[src/rtl/morse_decoder.sv]
// rtl/morse_decoder.sv - Morse receiver: times key marks/spaces, decodes ITU digits and letters.
module morse_decoder #(
    parameter int CNT_W    = 24,
    parameter int DOT_MAX  = 12500000,
    parameter int CHAR_GAP = 25000000
) (
    input  logic       clk,
    input  logic       reset,
    input  logic       key,
    output logic [5:0] num,
    output logic       ready,
    output logic       error,
    output logic [4:0] ponto,
    output logic [4:0] traco
);

    typedef enum logic [1:0] {S_IDLE, S_MARK, S_SPACE, S_DECODE} state_t;

    localparam logic [CNT_W-1:0] CNT_ONE   = CNT_W'(1);
    localparam logic [CNT_W-1:0] DOT_MAX_C = CNT_W'(DOT_MAX);
    localparam logic [CNT_W-1:0] GAP_LAST  = CNT_W'(CHAR_GAP - 1);

    state_t           state_q;
    logic             key_meta_q, key_s_q;
    logic [CNT_W-1:0] cnt_q;
    logic [2:0]       len_q;
    logic [4:0]       dot_q, dash_q;
    logic             ovf_q;
    logic [5:0]       num_q;
    logic             ready_q, error_q;
    logic [4:0]       ponto_q, traco_q;

    logic [CNT_W-1:0] cnt_sat;
    logic [4:0]       elem_mask;
    logic             is_dot;
    logic [6:0]       lut;

    // Elements are stored left-aligned; the dash mask plus length identifies a symbol.
    function automatic logic [6:0] lookup(input logic [2:0] len, input logic [4:0] dash);
        case ({len, dash})
            8'b001_00000: lookup = {1'b1, 6'd14};
            8'b001_10000: lookup = {1'b1, 6'd29};
            8'b010_00000: lookup = {1'b1, 6'd18};
            8'b010_01000: lookup = {1'b1, 6'd10};
            8'b010_10000: lookup = {1'b1, 6'd23};
            8'b010_11000: lookup = {1'b1, 6'd22};
            8'b011_00000: lookup = {1'b1, 6'd28};
            8'b011_00100: lookup = {1'b1, 6'd30};
            8'b011_01000: lookup = {1'b1, 6'd27};
            8'b011_01100: lookup = {1'b1, 6'd32};
            8'b011_10000: lookup = {1'b1, 6'd13};
            8'b011_10100: lookup = {1'b1, 6'd20};
            8'b011_11000: lookup = {1'b1, 6'd16};
            8'b011_11100: lookup = {1'b1, 6'd24};
            8'b100_00000: lookup = {1'b1, 6'd17};
            8'b100_00010: lookup = {1'b1, 6'd31};
            8'b100_00100: lookup = {1'b1, 6'd15};
            8'b100_01000: lookup = {1'b1, 6'd21};
            8'b100_01100: lookup = {1'b1, 6'd25};
            8'b100_01110: lookup = {1'b1, 6'd19};
            8'b100_10000: lookup = {1'b1, 6'd11};
            8'b100_10010: lookup = {1'b1, 6'd33};
            8'b100_10100: lookup = {1'b1, 6'd12};
            8'b100_10110: lookup = {1'b1, 6'd34};
            8'b100_11000: lookup = {1'b1, 6'd35};
            8'b100_11010: lookup = {1'b1, 6'd26};
            8'b101_11111: lookup = {1'b1, 6'd0};
            8'b101_01111: lookup = {1'b1, 6'd1};
            8'b101_00111: lookup = {1'b1, 6'd2};
            8'b101_00011: lookup = {1'b1, 6'd3};
            8'b101_00001: lookup = {1'b1, 6'd4};
            8'b101_00000: lookup = {1'b1, 6'd5};
            8'b101_10000: lookup = {1'b1, 6'd6};
            8'b101_11000: lookup = {1'b1, 6'd7};
            8'b101_11100: lookup = {1'b1, 6'd8};
            8'b101_11110: lookup = {1'b1, 6'd9};
            default:      lookup = {1'b0, 6'd63};
        endcase
    endfunction

    assign cnt_sat   = (cnt_q == {CNT_W{1'b1}}) ? cnt_q : cnt_q + CNT_ONE;
    assign elem_mask = 5'b10000 >> len_q;
    assign is_dot    = (cnt_q <= DOT_MAX_C);
    assign lut       = lookup(len_q, dash_q);

    always_ff @(posedge clk or posedge reset) begin
        if (reset) begin
            state_q    <= S_IDLE;
            key_meta_q <= 1'b0;
            key_s_q    <= 1'b0;
            cnt_q      <= '0;
            len_q      <= '0;
            dot_q      <= '0;
            dash_q     <= '0;
            ovf_q      <= 1'b0;
            num_q      <= '0;
            ready_q    <= 1'b0;
            error_q    <= 1'b0;
            ponto_q    <= '0;
            traco_q    <= '0;
        end else begin
            key_meta_q <= key;
            key_s_q    <= key_meta_q;
            ready_q    <= 1'b0;
            error_q    <= 1'b0;
            case (state_q)
                S_IDLE: begin
                    if (key_s_q) begin
                        state_q <= S_MARK;
                        cnt_q   <= CNT_ONE;
                    end
                end
                S_MARK: begin
                    if (key_s_q) begin
                        cnt_q <= cnt_sat;
                    end else begin
                        // A sixth element only flags overflow; the captured pattern stays as-is.
                        if (len_q < 3'd5) begin
                            if (is_dot) dot_q  <= dot_q | elem_mask;
                            else        dash_q <= dash_q | elem_mask;
                            len_q <= len_q + 3'd1;
                        end else begin
                            ovf_q <= 1'b1;
                        end
                        state_q <= S_SPACE;
                        cnt_q   <= CNT_ONE;
                    end
                end
                S_SPACE: begin
                    if (key_s_q) begin
                        state_q <= S_MARK;
                        cnt_q   <= CNT_ONE;
                    end else begin
                        cnt_q <= cnt_sat;
                        if (cnt_q >= GAP_LAST) state_q <= S_DECODE;
                    end
                end
                S_DECODE: begin
                    if (lut[6] && !ovf_q) begin
                        num_q   <= lut[5:0];
                        ready_q <= 1'b1;
                    end else begin
                        num_q   <= 6'd63;
                        error_q <= 1'b1;
                    end
                    ponto_q <= dot_q;
                    traco_q <= dash_q;
                    dot_q   <= '0;
                    dash_q  <= '0;
                    len_q   <= '0;
                    ovf_q   <= 1'b0;
                    cnt_q   <= CNT_ONE;
                    state_q <= key_s_q ? S_MARK : S_IDLE;
                end
                default: state_q <= S_IDLE;
            endcase
        end
    end

    assign num   = num_q;
    assign ready = ready_q;
    assign error = error_q;
    assign ponto = ponto_q;
    assign traco = traco_q;

endmodule

[config.mk]
export PLATFORM = sky130hd
export DESIGN_NAME = morse_decoder
export DESIGN_NICKNAME = d
export VERILOG_FILES = /design/src/rtl/morse_decoder.sv
export SDC_FILE = /design/constraint.sdc
export NUM_CORES = 1
export LEC_CHECK = 0
export CORE_MARGIN = 2
export CORE_UTILIZATION = 45
export DETAILED_ROUTE_END_ITERATION = 12
export SYNTH_ARGS = -nofsm -noshare
export SYNTH_HDL_FRONTEND = slang
export SYNTH_SLANG_ARGS = --single-unit
[constraint.sdc]
create_clock -name clk -period 2.6 [get_ports clk]
set_clock_uncertainty 0.2 [all_clocks]
set_input_delay 0.39 -clock clk [delete_from_list [all_inputs] [get_ports clk]]
set_output_delay 0.39 -clock clk [all_outputs]
set_load 0.005 [all_outputs]
After elaboration in Yosys (flattened, before gate mapping)
Index checks and enable logic that the tools add are counted.
{"block": "classes", "muxes": 31, "bitwise_logic": 2, "n_reduce_logical": 9, "n_eq_ne": 47, "shift": 1, "magnitude_cmp": 3, "div": 0, "n_mul": 0, "addsub": 2}
{"op": "case mux 7 bit (36 select lines)", "n": 1}
{"op": "== test 8 bit (second input constant)", "n": 22}
{"op": "== test 8 x 7 -> 1 bit (second input constant)", "n": 12}
{"op": "two-way mux 24 bit", "n": 4}
{"op": "case mux 24 bit (4 select lines)", "n": 1}
{"op": "two-way mux 5 bit", "n": 6}
{"op": "adder 24 x 1 -> 24 bit (second input constant)", "n": 1}
{"op": "== test 24 bit (second input constant)", "n": 1}
{"op": ">= comparator 24 x 23 -> 1 bit (second input constant)", "n": 1}
{"op": "less-or-equal comparator 24 bit (second input constant)", "n": 1}
{"op": "case mux 5 bit (2 select lines)", "n": 2}
{"op": "== test 8 x 6 -> 1 bit (second input constant)", "n": 2}
{"op": "inequality test 2 bit (second input constant)", "n": 6}
{"op": "bitwise OR 5 bit", "n": 2}
{"op": "AND reduction 3 bit", "n": 3}
{"op": "two-way mux 2 bit", "n": 4}
{"op": "case mux 2 bit (4 select lines)", "n": 1}
{"op": "AND reduction 4 bit", "n": 2}
{"op": "two-way mux 1 bit", "n": 7}
{"op": "two-way mux 3 bit", "n": 2}
{"op": "two-way mux 6 bit", "n": 1}
{"op": "case mux 3 bit (2 select lines)", "n": 1}
{"op": "right shift 5 x 3 -> 5 bit (first input constant)", "n": 1}
{"op": "== test 2 bit (second input constant)", "n": 2}
{"op": "9 further kinds", "n": 9}
{"block": "totals", "out_inout_bits": 18, "latchBits": 0, "inputBits": 3, "romBits": 0, "elab_cells": 108, "n_memories": 0, "mem_bits_rw": 0, "register_bits": 60}

Depth between registers and ports, before layout
{"block": "depth", "word_depth": 6, "mapped_depth": 10, "depth_no_buf": 8}

Worst setup path after synthesis
Ideal clock, no wire load.
{"block": "synth_path", "kind": "register to register", "start": "reg dash_q[0]", "end": "reg num_q[0], in the netlist num[0]", "required_ns": 2.274, "n_path_buf": 0, "arrival_time_ns": 1.867, "synth_period_minus_slack_ns": 2.193, "slack_ns": 0.407, "stages_incl_launch_ff": 6, "setup_ns": 0.126, "path_cell_list": "dfrtp_1 or4b_1 a2111oi_2 a31o_2 nor4_2 o32a_1"}
{"block": "synth_via", "elab_chain_cells": 4, "elab_cells_between_ends": 39, "cone_classes": "eq/ne (36); mux (2); reduce/logical (1)"}
{"item": "start: declaration", "line_no": "27", "source": "logic [4:0] dot_q, dash_q;"}
{"item": "start signal: assignment", "line_no": "120", "source": "else dash_q <= dash_q | elem_mask;"}
{"item": "== test 8 bit, or another cell as far along", "line_no": "40", "source": "case ({len, dash})"}
{"item": "case mux 7 bit (36 select lines) (*)", "line_no": "40"}
{"item": "logical AND 1 bit", "line_no": "139", "source": "if (lut[6] && !ovf_q) begin"}
{"item": "two-way mux 6 bit (*)", "line_no": "139"}
{"item": "end signal: assignment", "line_no": "140", "source": "num_q <= lut[5:0];"}
{"item": "end: declaration", "line_no": "29", "source": "logic [5:0] num_q;"}
Every way passes the cells marked *; elsewhere a longest branch is shown, timed or not.
A chain may end at the register's enable or synchronous reset.

Final worst setup path
{"block": "layout_path", "start": "reg len_q[2]", "end": "reg num_q[5], in the netlist num[5]"}
{"block": "layout_via", "elab_chain_cells": 4, "elab_cells_between_ends": 39, "cone_classes": "eq/ne (36); mux (2); reduce/logical (1)"}
{"item": "start: declaration", "line_no": "26", "source": "logic [2:0] len_q;"}
{"item": "start signal: assignment", "line_no": "121", "source": "len_q <= len_q + 3'd1;"}
{"item": "== test 8 bit, or another cell as far along", "line_no": "40"}
{"item": "case mux 7 bit (36 select lines) (*)", "line_no": "40"}
{"item": "logical AND 1 bit", "line_no": "139"}
{"item": "two-way mux 6 bit (*)", "line_no": "139"}
Marks and branches as above.

==> impl_metrics.csv <==
group,metric,value,unit
outcome,status,"completed",
drt,drtIter0Drc,178,
floorplanning,die_w,97.8,µm
clock_tree,cts_made_buffers,9,
place,dp_hpwl,7410,µm
timing,rsz0062_at_grt,"no",
place,io_buffers,20,
synthesis,syn_inst,451,
power_and_ir_drop,comb_power_share,43.3,%
power_and_ir_drop,clock_power_share,25.3,%
critical_path,worstPathRequired,2630,ps
drt,num_vias,3693,
clock_tree,root_buffer,"clkbuf_8",
clock_tree,worstSkewPairLatency,350,ps
synthesis,avgSynthCellArea,8.77,µm²
timing,finalHoldViolCount,0,
clock_tree,postCtsSetupBuffers,0,
power_and_ir_drop,power.density,869,nW/µm²
floorplanning,ios,21,
clock_tree,cts.clk_slew.worst_paths,70,ps
flow_run,maxCapViolations,0,
drt,drc,0,
synthesis,synth_nets,466,
clock_tree,cts_tree,"done",
critical_path,path_cells,"or4b_1 -> o311ai_1 -> nor4_2 -> buf_4 -> o32a_1",
cells_and_area,final_util,54.2,%
power_and_ir_drop,switching_share,37.4,%
power_and_ir_drop,p_sw,1520,µW
critical_path,critPathMaxStageDelay,670,ps
floorplanning,initial_utilization,45.8,%
drt,via_per_inst,6.19,
critical_path,path_class,"reg2reg",
critical_path,cp_max_fo,8,
floorplanning,die_h,97.8,µm
critical_path,end_kind,"register",
timing,period_share,92.9,%
timing,fmax,414,MHz
grt,grt_pass1_wl,17600,µm
grt,antenna_found_initial,0,
synthesis,ys_seq_area_share,38.0,%
grt,grt_pass1_vias,3641,
timing,worst_slew_pin_slew,477,ps
grt,grt_util_all_layers,22.5,%
timing,relSlewSlack,68.2,%
timing,maxSlewViolCount,0,
synthesis,synth_ff_type,"dfrtp_1",
drt,routedWlPerCell,17.1,µm
cells_and_area,drive_gt1_share,16.6,%
power_and_ir_drop,vdd_drop_max,0.446,mV
clock_tree,cts.htree.levels,3,
cells_and_area,fin_nets,499,
synthesis,synth_warnings,0,
cells_and_area,num_antenna_cells,0,
critical_path,start_kind,"register",
power_and_ir_drop,power.leakage,0.00187,µW
critical_path,r2r_slack,190,ps
floorplanning,fp.dieArea,9560,µm²
floorplanning,core_area,8640,µm²
critical_path,cp_slowest_cell,"or4b_1",
synthesis,async_flop_share,100,%
timing,setup_tns,0,ps
grt,grt_max_degree,29,
worst_hold_path,hp-class,"reg2reg",
timing,post-route-min-period,2410,ps
power_and_ir_drop,seqPwrFrac,31.4,%
cells_and_area,final_cells,597,
clock_tree,numClockSinks,60,
clock_tree,cts_buffer_depth,2,
floorplanning,rows,34,
drt,drt-total-wl,10200,µm
drt,drtPass1Iterations,5,
critical_path,crit_arrival,2440,ps
synthesis,ys_ff_latch,60,
place,gp_congestion,0.871,
synthesis,syn_area,3960,µm²
drt,antenna_left,0,
grt,overflow,0,
synthesis,synth_edf_count,0,
cells_and_area,areaGrowthSynthToFinish,18.3,%
synthesis,yosysUniqueCellTypes,70,
timing,setup_viol,0,
power_and_ir_drop,p_int,2540,µW
place,place_inst,581,
routing by layer:
metal  up-vias  GRT usage, %  part of all wire [%]
met1      1824          27.5                    44
met4         0          9.40                   2.5
met2        79          38.5                    50
li1       1767             -                     -
met3        23          4.80                   3.6
met5         -             0                     0
sequential cells by signal, summed over array words and instances, names as in the netlist:
name / flops
dash_q: 5
num: 6
ponto: 5
state_q: 2
key_meta_q: 1
traco: 5
error: 1
len_q: 3
key_s_q: 1
ready: 1
cnt_q: 24
dot_q: 5
ovf_q: 1
worst paths after layout:
path                             from  endpoint  cells past startpoint
hold reg to reg            key_meta_q   key_s_q                      0
setup / recovery             len_q[2]    num[5]                      5
min in group asynchronous       reset  cnt_q[9]                      2
setup reg to reg             len_q[2]    num[5]                      5
hold / removal             key_meta_q   key_s_q                      0
max in group asynchronous       reset    num[1]                      3
logic make-up after synthesis:
group           after synthesis  synth area share [%]
simple gates                173                  24.7
compound gates              140                  23.9
flops                        60                  38.0
buf+inv                      48                  4.90
mux                          13                  3.61
fa+ha+maj                    12                  3.80
xor+xnor                      5                  1.11
cell usage after synthesis (all sizes together), types with 12 or more instances:
master | count | share of area [%]
nor3 | 13 | 1.9
clkbuf | 21 | 2.0
nor2 | 28 | 2.7
buf | 13 | 1.6
dfrtp | 60 | 38
inv | 13 | 1.2
nand4 | 12 | 2.3
o21ai | 41 | 5.2
nand2 | 42 | 4.0
nand3 | 27 | 3.8
a21oi | 18 | 2.3
ha | 12 | 3.8
power groups by stage:
stage	logic, µW	registers, µW	clock network, µW
finish	1760	1280	1030
CTS	1760	1280	1060
floorplan	1130	1270	0
global route	1960	1320	1110
global placement	1710	1290	0
detailed placement	1750	1290	0
per-stage QoR:
stage / setup WS, ps / area [µm²] / power, µW / hold WS (ps)
after floorplan: 407 / 3960 / 2400 / 131
after global placement: 221 / 4430 / 3000 / 133
after detailed placement: 139 / 4430 / 3050 / 136
after CTS: 131 / 4670 / 4090 / 152
after global routing: 1.49 / 4680 / 4390 / 175
final: 185 / 4680 / 4070 / 149
critical path, delay by kind of cell (launching register included):
family / cells / cell delay [ps]
simple gates: 2 / 760
compound gates: 2 / 730
flops: 1 / 430
buf+inv: 1 / 170
area by class of cell:
type	count	area [µm²]
Inverter	14	52.6
Sequential cell	60	1500
Tap cell	108	135
Fill cell	814	3960
Clock inverter	7	115
Timing Repair Buffer	56	483
Clock buffer	9	124
Multi-Input combinational cell	343	2270
cells in the final DEF, fill, tap and decap left out, drive strengths merged, types with 3 or more instances in the layout:
master,netlist,final
o32a,6,6
a211oi,4,4
a21oi,18,18
buf,13,36
nor2,28,28
o211ai,4,4
clkinv,1,3
clkbuf,21,9
nand4b,3,3
o41ai,5,5
or4,3,3
nand2,42,42
o21bai,8,8
and3,6,6
nor3,13,13
o31ai,11,11
nand3,27,27
a31oi,11,11
nor2b,9,9
dfrtp,60,60
o22ai,6,6
inv,13,13
and4,3,3
nor4,5,5
mux2i,3,3
a32o,5,5
nand2b,4,4
ha,12,12
o21ai,41,41
nand4,12,12
a22o,4,4
mux2,10,10
bufinv,0,3
or3,4,4
clkdlybuf4s50,0,20
xnor2,4,4
what timing repair did:
| action | 4_1_cts | 5_1_grt |
|---|---|---|
| endpoints found under the setup margin | 0 | 5 |
| gates resized for setup | 0 | 2 |
| hold buffers | 0 | 0 |
Power figures use the tool's default switching activity.
